[src/rtl/sram_port_arbiter.sv]
// Two-master arbiter for the shared on-chip SRAM port.
// M0 (instruction fetch) and M1 (load/store) share one slave port with one
// transaction outstanding. M1 has priority, but a starvation limiter forces an
// M0 grant after STARVE_LIM back-to-back M1 grants. A response timeout returns
// an error so that a hung slave cannot deadlock either master.
module sram_port_arbiter #(
    parameter int unsigned AW         = 32,
    parameter int unsigned DW         = 32,
    parameter int unsigned STARVE_LIM = 4,
    parameter int unsigned TIMEOUT    = 255
) (
    input  logic            clk,
    input  logic            rst,

    input  logic            m0_req,
    input  logic [AW-1:0]   m0_addr,
    output logic            m0_gnt,
    output logic            m0_rvalid,
    output logic [DW-1:0]   m0_rdata,
    output logic            m0_rerr,

    input  logic            m1_req,
    input  logic            m1_we,
    input  logic [AW-1:0]   m1_addr,
    input  logic [DW-1:0]   m1_wdata,
    input  logic [DW/8-1:0] m1_wstrb,
    output logic            m1_gnt,
    output logic            m1_rvalid,
    output logic [DW-1:0]   m1_rdata,
    output logic            m1_rerr,

    output logic            s_req,
    output logic            s_we,
    output logic [AW-1:0]   s_addr,
    output logic [DW-1:0]   s_wdata,
    output logic [DW/8-1:0] s_wstrb,
    input  logic            s_gnt,
    input  logic            s_rvalid,
    input  logic [DW-1:0]   s_rdata
);

    localparam logic [3:0] STARVE_MAX = 4'(STARVE_LIM);
    localparam logic [7:0] TMO_LAST   = 8'(TIMEOUT - 1);

    typedef enum logic [1:0] {
        StIdle,
        StReq,
        StResp
    } state_t;

    state_t     state;
    logic       owner;       // 0 = M0, 1 = M1
    logic [3:0] starve_cnt;
    logic [7:0] tmo_cnt;

    logic m0_win;
    logic m1_win;
    logic resp_ok;
    logic tmo_hit;
    logic tmo_err;
    logic rsp_fire;

    // Winner selection in IDLE; M0 only beats a concurrent M1 once starved.
    always_comb begin
        m0_win = 1'b0;
        m1_win = 1'b0;
        if (state == StIdle && !rst) begin
            if (m0_req && (!m1_req || starve_cnt == STARVE_MAX)) begin
                m0_win = 1'b1;
            end else if (m1_req) begin
                m1_win = 1'b1;
            end
        end
    end

    // Completion decode: a real slave response wins over a same-cycle timeout.
    always_comb begin
        resp_ok  = (state == StResp) && s_rvalid;
        tmo_hit  = (tmo_cnt == TMO_LAST);
        tmo_err  = tmo_hit && (((state == StReq) && !s_gnt) ||
                               ((state == StResp) && !s_rvalid));
        // Gated by rst so an abandoned transfer never reports a response.
        rsp_fire = (resp_ok || tmo_err) && !rst;
    end

    // Master-side response steering; the non-owner sees all zeros.
    always_comb begin
        m0_gnt    = m0_win;
        m1_gnt    = m1_win;
        m0_rvalid = rsp_fire && !owner;
        m1_rvalid = rsp_fire && owner;
        m0_rerr   = m0_rvalid && tmo_err;
        m1_rerr   = m1_rvalid && tmo_err;
        m0_rdata  = (m0_rvalid && resp_ok) ? s_rdata : '0;
        m1_rdata  = (m1_rvalid && resp_ok) ? s_rdata : '0;
    end

    // Transaction FSM with registered slave-side outputs.
    always_ff @(posedge clk) begin
        if (rst) begin
            state      <= StIdle;
            owner      <= 1'b0;
            starve_cnt <= '0;
            tmo_cnt    <= '0;
            s_req      <= 1'b0;
            s_we       <= 1'b0;
            s_addr     <= '0;
            s_wdata    <= '0;
            s_wstrb    <= '0;
        end else begin
            unique case (state)
                StIdle: begin
                    if (m0_win || m1_win) begin
                        state   <= StReq;
                        s_req   <= 1'b1;
                        tmo_cnt <= '0;
                        owner   <= m1_win;
                        if (m1_win) begin
                            s_we    <= m1_we;
                            s_addr  <= m1_addr;
                            s_wdata <= m1_wdata;
                            s_wstrb <= m1_wstrb;
                            if (m0_req) begin
                                if (starve_cnt != STARVE_MAX) begin
                                    starve_cnt <= starve_cnt + 4'd1;
                                end
                            end else begin
                                starve_cnt <= '0;
                            end
                        end else begin
                            // Fetches are always reads.
                            s_we       <= 1'b0;
                            s_addr     <= m0_addr;
                            s_wdata    <= '0;
                            s_wstrb    <= '0;
                            starve_cnt <= '0;
                        end
                    end
                end
                StReq: begin
                    tmo_cnt <= tmo_cnt + 8'd1;
                    if (s_gnt) begin
                        s_req <= 1'b0;
                        state <= StResp;
                    end else if (tmo_hit) begin
                        s_req <= 1'b0;
                        state <= StIdle;
                    end
                end
                StResp: begin
                    tmo_cnt <= tmo_cnt + 8'd1;
                    if (s_rvalid || tmo_hit) begin
                        state <= StIdle;
                    end
                end
                default: begin
                    state <= StIdle;
                    s_req <= 1'b0;
                end
            endcase
        end
    end

endmodule

[config.mk]
export PLATFORM = sky130hd
export DESIGN_NAME = sram_port_arbiter
export DESIGN_NICKNAME = d
export VERILOG_FILES = /design/src/rtl/sram_port_arbiter.sv
export SDC_FILE = /design/constraint.sdc
export NUM_CORES = 1
export LEC_CHECK = 0
export ABC_AREA = 1
export CAP_MARGIN = 10
export CORE_MARGIN = 8
export CORE_UTILIZATION = 41
export CTS_CLUSTER_SIZE = 12
export DETAILED_ROUTE_END_ITERATION = 12
export MAX_ROUTING_LAYER = met4
export PLACE_DENSITY = 0.95
export SETUP_SLACK_MARGIN = 0.2
export SYNTH_ARGS = -nofsm -noshare
export SYNTH_HDL_FRONTEND = slang
export SYNTH_SLANG_ARGS = --single-unit
[constraint.sdc]
create_clock -name clk -period 2.9 [get_ports clk]
set_input_delay 0.435 -clock clk [delete_from_list [all_inputs] [get_ports clk]]
set_output_delay 0.435 -clock clk [all_outputs]
set_load 0.01 [all_outputs]
==> results of run 1 <==
-- flip-flops by register name, indices dropped and copies added, names as in the netlist --
signal and cells:
s_wstrb 4, s_req 1, s_addr 32, s_we 1
owner 1, tmo_cnt 8, s_wdata 32, state 2
starve_cnt 4
-- logic make-up after synthesis --
kind of cell,count (synthesis),share of synthesized area [%]
fa+ha+maj,8,2.20
compound gates,87,11.4
simple gates,355,33.3
buf+inv,164,15.1
flops,85,37.4
xor+xnor,3,0.578
-- final timing paths --
| path | to | depth (start not counted) | from | slack [ns] |
|---|---|---|---|---|
| max | m1_rvalid | 9 | tmo_cnt[0]$_SDFFE_PP0P_ | 0.28 |
| min | s_req$_SDFFE_PP0P_ | 2 | s_req$_SDFFE_PP0P_ | 0.46 |
| max reg2reg | s_addr[26]$_SDFFE_PP0P_ | 7 | state[1]$_SDFFE_PP0P_ | 0.95 |
| min reg2reg | s_req$_SDFFE_PP0P_ | 2 | s_req$_SDFFE_PP0P_ | 0.46 |
-- stage by stage --
step | instances | total power (W)
after floorplan | 702 | 0.00247
after global placement | 1087 | 0.00322
after detailed placement | 1087 | 0.00326
after CTS | 1103 | 0.00417
after global routing | 1105 | 0.00443
final | 1106 | 0.00415
-- synth_stat cells (all sizes together) --
library cell / instances
a21oi: 81
and3: 1
buf: 19
clkbuf: 23
clkinv: 1
dfxtp: 85
ha: 8
inv: 121
nand2: 181
nand3: 82
nand4: 5
nor2: 81
nor3: 4
o211ai: 1
o21ai: 5
or2: 1
xnor2: 1
xor2: 2
-- critical path, stage by stage, from the launching register on --
cell	delay, ns
dfxtp_1	0.36
inv_1	0.10
ha_1	0.16
nand2_1	0.05
nor2_1	0.18
nand3_1	0.15
nand2_1	0.08
nand2_1	0.09
nor2_1	0.10
clkdlybuf4s50_1	0.54
-- power breakdown --
group | switching (W) | leakage (nW) | internal [W]
Combinational | 0.000972 | 2.48 | 0.000809
Sequential | 0.000110 | 0.694 | 0.00136
Clock | 0.000463 | 0.109 | 0.000437
-- layout make-up --
class,instances,share of cell area [%]
Antenna cell,3,0.0988
Clock buffer,10,1.81
Clock inverter,6,1.00
Inverter,122,6.04
Multi-Input combinational cell,453,28.7
Sequential cell,85,22.4
Tap cell,140,2.31
Timing Repair Buffer,287,37.6
-- placed cells by master, fill, tap and decap left out --
master,netlist,final
inv_6,0,2
xor2_1,2,2
a21oi_1,61,61
dlygate4sd2_1,0,2
clkinv_4,0,2
nand2_1,160,160
buf_2,13,1
and3_1,1,1
nand4_1,5,5
diode_2,0,3
xnor2_1,1,1
o211ai_4,0,1
dlymetal6s2s_1,0,1
o21ai_0,5,4
buf_12,2,1
inv_1,119,118
a21oi_2,20,20
or2_2,1,1
o21ai_1,0,1
inv_2,2,3
inv_8,0,1
nand2_2,20,20
bufinv_16,0,1
nor2_1,81,80
nor2_2,0,1
buf_4,2,8
clkdlybuf4s50_1,0,274
nand3_1,82,82
nand2_4,1,1
clkbuf_8,0,10
clkinv_2,1,1
ha_4,0,1
dfxtp_1,85,85
nor3_1,4,4
ha_1,8,7
-- routing by layer --
metal | vias to the layer above | routed length [um] | track usage, %
met3 | 32 | 1680 | 6.93
met1 | 2330 | 6170 | 22.3
met2 | 226 | 8690 | 39.1
met4 | 0 | 490 | 10.9
li1 | 2658 | - | -
met5 | - | 0 | -
-- timing repair --
action	CTS	global route
gates resized for setup	4	4
endpoints found under the hold margin	0	0
endpoints found under the setup margin	4	2
cloned	0	0
==> results.md, run 1 <==
* Post-DP Area at 7360 sq um
* Syn Area/Cell at 6.48 sq um
* Via/cell ratio at 4.74
* Synth-to-Final Area Change at 67.0%
* Largest net degree at the start of global routing at 77
* Pins Over Slew Limit at 0
* Max Cap Viol at 0
* WS Path Type: reg -> out
* Iteration-0 DRC Markers at 239
* Final Hold Fails at 0
* DP Wirelength at 13.3 mm
* Syn_nets at 849
* Worst-margin pin slew at 0.936 ns
* Tot GR Track Use at 22.4%
* Clk_skew at 0.0109 ns
* Min-delay worst type: reg -> reg
* CP required at 2.47 ns
* Port buffer count at 278
* Setup violators final at 0
* RSZ-0062 raised after global routing: false
* Pre-CTS WS at 0.216 ns
* Full die area at 14700 sq um
* DR DRC count at 0
* CTS tree: yes
* Sequential-to-total area share from yosys stat at 37.4%
* Vias in the first global route at 5076
* Clock transition at the registers of the reported paths at 0.10 ns
* Static Leak at 3.29 nW
* Global route total overflow at 0
* Crit path time final at 2.62 ns
* Fill cells at 830
* Post-Route WL at 17.0 mm
* Library cells used by synthesis at 25
* Post-Route Setup TNS at 0 ns
* Maximum vdd drop at 348 uV
* Cell Area, Synth at 4550 sq um
* Crit share post-route at 90.2%
* First-pass GRT wire length at 25.5 mm
* CTS H-tree lvls at 3
* Design Area, Final at 7600 sq um
* Pwr per Cell Area at 546 nW/um^2
* CTS root buffer: clkbuf_8
* Initial core utilization at 42.0%
* Layout cells sized above 1 at 7.79%
* Yosys top cell area share at 37.4%
* Antenna violations before repair at 2
* Pre-antenna DRT Iters at 5
* Setup ws final at 0.283 ns
* Status: complete, no violations
* Post-Synthesis Cells at 702
* Ports at 279
* Seq cells post-synth at 85
* CTS sink count at 85
* Register Area at 1700 sq um
* Worst EP arrival at 2.18 ns
* Deepest clock path buffer count at 2
* Worst hold slack at 0.459 ns
* Core Rows at 38
* Achievable Freq at 382 MHz
* DR WL/cell at 15.4 um
* Die Y at 121 um
* Final GP Congestion at 0.893
* Chip Width at 121 um
* Cts bufs inserted at 9
* Hold_buf cts at 0
* Worst Setup End Kind: output port
* Slew margin rel. at 37.6%
* Core Util, Final at 70.1%
* Nets at 1105
* Ranking of synthesized cells by area: dfxtp_1, nand2_1, inv_1, nand3_1, a21oi_1
* Synth area leader: dfxtp_1
* Clk_lat worst skew at 0.36 ns
* Final ANT Viol Nets at 0
* Routed vias at 5246
* CP Launch Type: flop
* Syn. warnings at 0
* Number of setup buffers added after CTS at 0
* Multi-input gate area at 2180 sq um
* Worst-path fanout max at 5
* Core Area at 10800 sq um
Power figures use the tool's default switching activity.
==> run 2, diff against run 1 <==
--- a/config.mk
+++ b/config.mk
@@ -6,6 +6,7 @@
 export NUM_CORES = 1
 export LEC_CHECK = 0
 export ABC_AREA = 1
+export ABC_CLOCK_PERIOD_IN_PS = 2900
 export CAP_MARGIN = 10
 export CORE_MARGIN = 8
 export CORE_UTILIZATION = 41
==> results of run 2 <==
Same layout as run 1: the final DEF is identical, and so are final timing and power.
==> run 3, diff against run 2 <==
--- a/config.mk
+++ b/config.mk
@@ -7,7 +7,6 @@
 export LEC_CHECK = 0
 export ABC_AREA = 1
 export ABC_CLOCK_PERIOD_IN_PS = 2900
-export CAP_MARGIN = 10
 export CORE_MARGIN = 8
 export CORE_UTILIZATION = 41
 export CTS_CLUSTER_SIZE = 12
==> results of run 3 <==
Same layout as run 1: the final DEF is identical, and so are final timing and power.
